[src/rtl/bananachine_pkg.sv]
// Shared constants for the bananachine button conditioning and memory-mapped I/O path.
package bananachine_pkg;

    typedef enum int unsigned {
        BTN_START = 0,
        BTN_LEFT  = 1,
        BTN_RIGHT = 2
    } button_e;

    localparam int unsigned NUM_BUTTONS         = 3;
    localparam int unsigned DEBOUNCE_10MS_50MHZ = 500000;

    // Address basic_mem decodes to return the sticky button status word.
    localparam logic [15:0] BUTTON_STATUS_ADDR  = 16'hFF00;

    function automatic int unsigned debounce_cnt_width(input int unsigned cycles);
        return (cycles > 1) ? $clog2(cycles) : 1;
    endfunction

endpackage

[src/rtl/debounce_bit.sv]
// One button channel: 2-FF synchronizer, debounce counter, press pulse and
// sticky press flag cleared by an acknowledge.
module debounce_bit
    import bananachine_pkg::*;
#(
    parameter int unsigned DEBOUNCE_CYCLES = DEBOUNCE_10MS_50MHZ
) (
    input  logic clk,
    input  logic reset,
    input  logic sample,
    input  logic ack,
    output logic level,
    output logic press_pulse,
    output logic sticky
);

    localparam int unsigned       CNT_W    = debounce_cnt_width(DEBOUNCE_CYCLES);
    localparam logic [CNT_W-1:0] CNT_LAST = CNT_W'(DEBOUNCE_CYCLES - 1);

    logic             sync1;
    logic             sync2;
    logic             stable;
    logic [CNT_W-1:0] cnt;
    logic             accept;
    logic             rise;

    always_comb begin
        accept = (sync2 != stable) && (cnt == CNT_LAST);
        rise   = accept && sync2;
    end

    always_ff @(posedge clk or posedge reset) begin
        if (reset) begin
            sync1       <= 1'b0;
            sync2       <= 1'b0;
            stable      <= 1'b0;
            cnt         <= '0;
            press_pulse <= 1'b0;
            sticky      <= 1'b0;
        end else begin
            sync1 <= sample;
            sync2 <= sync1;
            if (sync2 == stable) begin
                cnt <= '0;
            end else if (accept) begin
                stable <= sync2;
                cnt    <= '0;
            end else begin
                cnt <= cnt + CNT_W'(1);
            end
            press_pulse <= rise;
            // A press landing on the same edge as an ack must not be lost.
            sticky      <= rise | (sticky & ~ack);
        end
    end

    assign level = stable;

endmodule

[src/rtl/button_conditioner.sv]
// Conditions the raw game pushbuttons into debounced levels, press pulses and
// a sticky status word for the CPU's memory-mapped read path.
module button_conditioner
    import bananachine_pkg::*;
#(
    parameter int unsigned NUM_BUTTONS     = bananachine_pkg::NUM_BUTTONS,
    parameter int unsigned DEBOUNCE_CYCLES = DEBOUNCE_10MS_50MHZ,
    parameter bit          ACTIVE_LOW      = 1'b1,
    parameter int unsigned WIDTH           = 16
) (
    input  logic                   clk,
    input  logic                   reset,
    input  logic [NUM_BUTTONS-1:0] raw_buttons,
    input  logic [NUM_BUTTONS-1:0] ack,
    output logic [NUM_BUTTONS-1:0] level,
    output logic [NUM_BUTTONS-1:0] press_pulse,
    output logic [NUM_BUTTONS-1:0] sticky,
    output logic [WIDTH-1:0]       status
);

    logic [NUM_BUTTONS-1:0] normalized;

    always_comb begin
        normalized = ACTIVE_LOW ? ~raw_buttons : raw_buttons;
        status     = '0;
        status[NUM_BUTTONS-1:0] = sticky;
    end

    for (genvar i = 0; i < NUM_BUTTONS; i++) begin : g_button
        debounce_bit #(
            .DEBOUNCE_CYCLES(DEBOUNCE_CYCLES)
        ) u_debounce (
            .clk        (clk),
            .reset      (reset),
            .sample     (normalized[i]),
            .ack        (ack[i]),
            .level      (level[i]),
            .press_pulse(press_pulse[i]),
            .sticky     (sticky[i])
        );
    end

endmodule

[config.mk]
export PLATFORM = sky130hd
export DESIGN_NAME = button_conditioner
export DESIGN_NICKNAME = d
export VERILOG_FILES = /design/src/rtl/bananachine_pkg.sv /design/src/rtl/debounce_bit.sv /design/src/rtl/button_conditioner.sv
export SDC_FILE = /design/constraint.sdc
export NUM_CORES = 1
export LEC_CHECK = 0
export ABC_AREA = 1
export CAP_MARGIN = 20
export CELL_PAD_IN_SITES_DETAIL_PLACEMENT = 1
export CELL_PAD_IN_SITES_GLOBAL_PLACEMENT = 1
export CORE_ASPECT_RATIO = 0.7
export CORE_MARGIN = 4
export CORE_UTILIZATION = 47
export DETAILED_ROUTE_END_ITERATION = 12
export GPL_ROUTABILITY_DRIVEN = 0
export PLACE_DENSITY_LB_ADDON = 0.1
export REMOVE_ABC_BUFFERS = 1
export SYNTH_ARGS = -nofsm -noshare
export SYNTH_HDL_FRONTEND = slang
export SYNTH_SLANG_ARGS = --single-unit
[constraint.sdc]
create_clock -name clk -period 5.2 [get_ports clk]
set_input_delay 0.52 -clock clk [delete_from_list [all_inputs] [get_ports clk]]
set_output_delay 0.52 -clock clk [all_outputs]
set_load 0.05 [all_outputs]
==> results_dict.tcl <==
set metrics [dict create \
    syn_inst 505 \
    drcViolationCount 0 \
    hold_violations 0 \
    cts_sinks 72 \
    period_needed_ps 2080 \
    antenna_left 0 \
    die_x_um 118 \
    grt_usage_pct 21.1 \
    synth.avg_cell_area_um2 7.86 \
    first_iter_violations 213 \
    placed_cell_area_um2 4120 \
    cts_resized 0 \
    relSlewSlack_pct 50.5 \
    required_ps 4680 \
    clk_pin_slew_ps 60 \
    gr-total-overflow 0 \
    antenna_cells 0 \
    layout.nets 529 \
    async_flop_share_pct 100 \
    std_cell_rows 27 \
    fill_cells 998 \
    multi_input_comb_area_um2 1760 \
    grt_pass1_wl_mm 16.9 \
    total_power_uw 1290 \
    whs_ps 353 \
    r2r_slack_ps 3420 \
    coreArea_um2 8040 \
    yosysSeqAreaShare_pct 45.4 \
    worst_slack_ps 3120 \
    die-area_um2 10000 \
    maxCapViolations 0 \
    port_buffers 19 \
    cp_slowest_cell "clkdlybuf4s50_1" \
    synth.cell_area_um2 3970 \
    synth_edf_count 0 \
    timing.fmax_mhz 481 \
    crit_path_end_kind "primary output" \
    syn_to_final_growth_pct 11.7 \
    num_vias 3150 \
    synth.area.top_cells "dfrtp_1, nor2_1, nand2_1" \
    tightest_slew_ps 742 \
    final_area_um2 4430 \
    synthFlopType "dfrtp_1" \
    combPwrFrac_pct 5.1 \
    drive_gt1_share_pct 12.1 \
    seq_area_um2 1800 \
    grt_max_degree 38 \
    crit_chain "clkdlybuf4s50_1" \
    synth_cell_type_count 32 \
    yosys_warnings 0 \
    status "complete, no violations" \
    cellPowerDensity_nw_per_um2 290 \
    slowest_delay_ps 830 \
    drtPass1Iterations 4 \
    cts_buffers 9 \
    ys_seq_elements 72 \
    cp_max_fo 3 \
    vias_per_cell 5.06 \
    cts_tree "built" \
    switching_share_pct 22.6 \
    intPower_uw 997 \
    skew_ps 6.76 \
    totalNegativeSetupSlack_ps 0 \
    clkPwrFrac_pct 50.4 \
    ir_drop_v 0.000182 \
    p_sw_uw 291 \
    ios 33 \
    min_path_type "reg -> reg" \
    setup_viol 0 \
    synth_top_area_share_pct 45.4 \
    drt_wl_total_mm 9.83 \
    start_util_pct 49.4 \
    post_drt_wl_per_cell_um 15.8 \
    die_h_um 84.9 \
    p_leak_uw 0.00191 \
    cp_num_buf_inv 1 \
    synth_most_common_cell "nor2_1" \
    hpwl_mm 7.11 \
    postCtsSetupBuffers 0 \
    critPathLaunchType "flip-flop" \
    fin_crit_sh_pct 40.0 \
    cts_hold_buf 0 \
    maxSlewViolCount 0 \
    grt_pass1_vias 3440 \
    cts_root_buf "clkbuf_16" \
    clk_latency_ps 330 \
    crit_family "buffers and inverters" \
    yosys.area.top_type "dfrtp_1" \
    seqPwrFrac_pct 44.5 \
    synth_common_cells "nor2_1, nand2_1, dfrtp_1" \
    grt_setup_unrepaired "no" \
    dpl_worst_slack_ps 3170 \
    worstPathArrival_ps 1560 \
    critical_path_class "reg -> out" \
    antenna_found_initial 0 \
    cts_max_path_buffers 2 \
    h-tree-depth 3 \
]
## flip-flops by register name (all words and copies together), names as in the netlist
register,flops
g_button.u_debounce.sync2,3
g_button.u_debounce.sticky,3
g_button.u_debounce.cnt,57
g_button.u_debounce.sync1,3
g_button.u_debounce.press_pulse,3
g_button.u_debounce.level,3
## layout make-up
type / instances / share of cell area, %
Sequential cell: 72 / 40.6
Multi-Input combinational cell: 353 / 39.7
Inverter: 61 / 5.16
Clock buffer: 9 / 5.08
Timing Repair Buffer: 21 / 4.63
Tap cell: 101 / 2.85
Clock inverter: 6 / 1.92
## through the flow
stage	std cells	utilization, %
final	623	55.2
after global routing	623	55.2
after CTS	623	55.2
after detailed placement	608	51.3
after global placement	608	51.3
after floorplan	486	-
## power groups by stage
stage,registers (µW),clock network [µW],logic (µW)
6_report,573,649,65.7
3_3_place_gp,583,0,64.2
2_1_floorplan,582,0,49.1
4_1_cts,573,660,66.8
3_5_place_dp,583,0,66.5
5_1_grt,574,693,73.5
## routing by layer
metal	vias up	part of all wire, %	global-route usage (%)
li1	1550	-	-
met1	1535	49	28.3
met2	59	46	34.2
met3	6	4.0	5.40
met4	0	0.68	5.85
met5	-	0	0
## cells in the final DEF (no fill, tap or decap), types with 8 or more instances in the layout
| cell | n |
|---|---|
| inv_1 | 52 |
| nand2_2 | 8 |
| xor2_1 | 14 |
| clkbuf_16 | 9 |
| nand3_1 | 38 |
| nor2_1 | 101 |
| clkdlybuf4s50_1 | 19 |
| conb_1 | 13 |
| xnor2_1 | 9 |
| inv_2 | 9 |
| o21ai_1 | 8 |
| nor2_2 | 15 |
| nor2_4 | 8 |
| dfrtp_1 | 72 |
| nand2_1 | 95 |
## cell families (layout without fill, tap and decap cells)
kind of cell,after synthesis,after routing,share of synthesized area (%)
simple gates,289,289,33.4
buf+inv,92,97,11.4
flops,72,72,45.4
compound gates,25,25,3.75
xor+xnor,23,23,5.07
fa+ha+maj,3,3,0.945
other cells,1,13,0.0944
## worst paths after layout
| kind | start | end | depth (start not counted) |
|---|---|---|---|
| min in group asynchronous | reset | g_button[2].u_debounce.cnt[12]$_DFF_PP0_ | 2 |
| max in group asynchronous | reset | g_button[0].u_debounce.cnt[13]$_DFF_PP0_ | 3 |
| worst max-delay path | g_button[1].u_debounce.sticky$_DFF_PP0_ | status[1] | 1 |
| worst min-delay path | g_button[1].u_debounce.sync1$_DFF_PP0_ | g_button[1].u_debounce.sync2$_DFF_PP0_ | 0 |
| worst min register to register | g_button[1].u_debounce.sync1$_DFF_PP0_ | g_button[1].u_debounce.sync2$_DFF_PP0_ | 0 |
| worst max register to register | g_button[0].u_debounce.level$_DFFE_PP0P_ | g_button[0].u_debounce.cnt[8]$_DFF_PP0_ | 7 |
(Power assumes the default switching activity.)
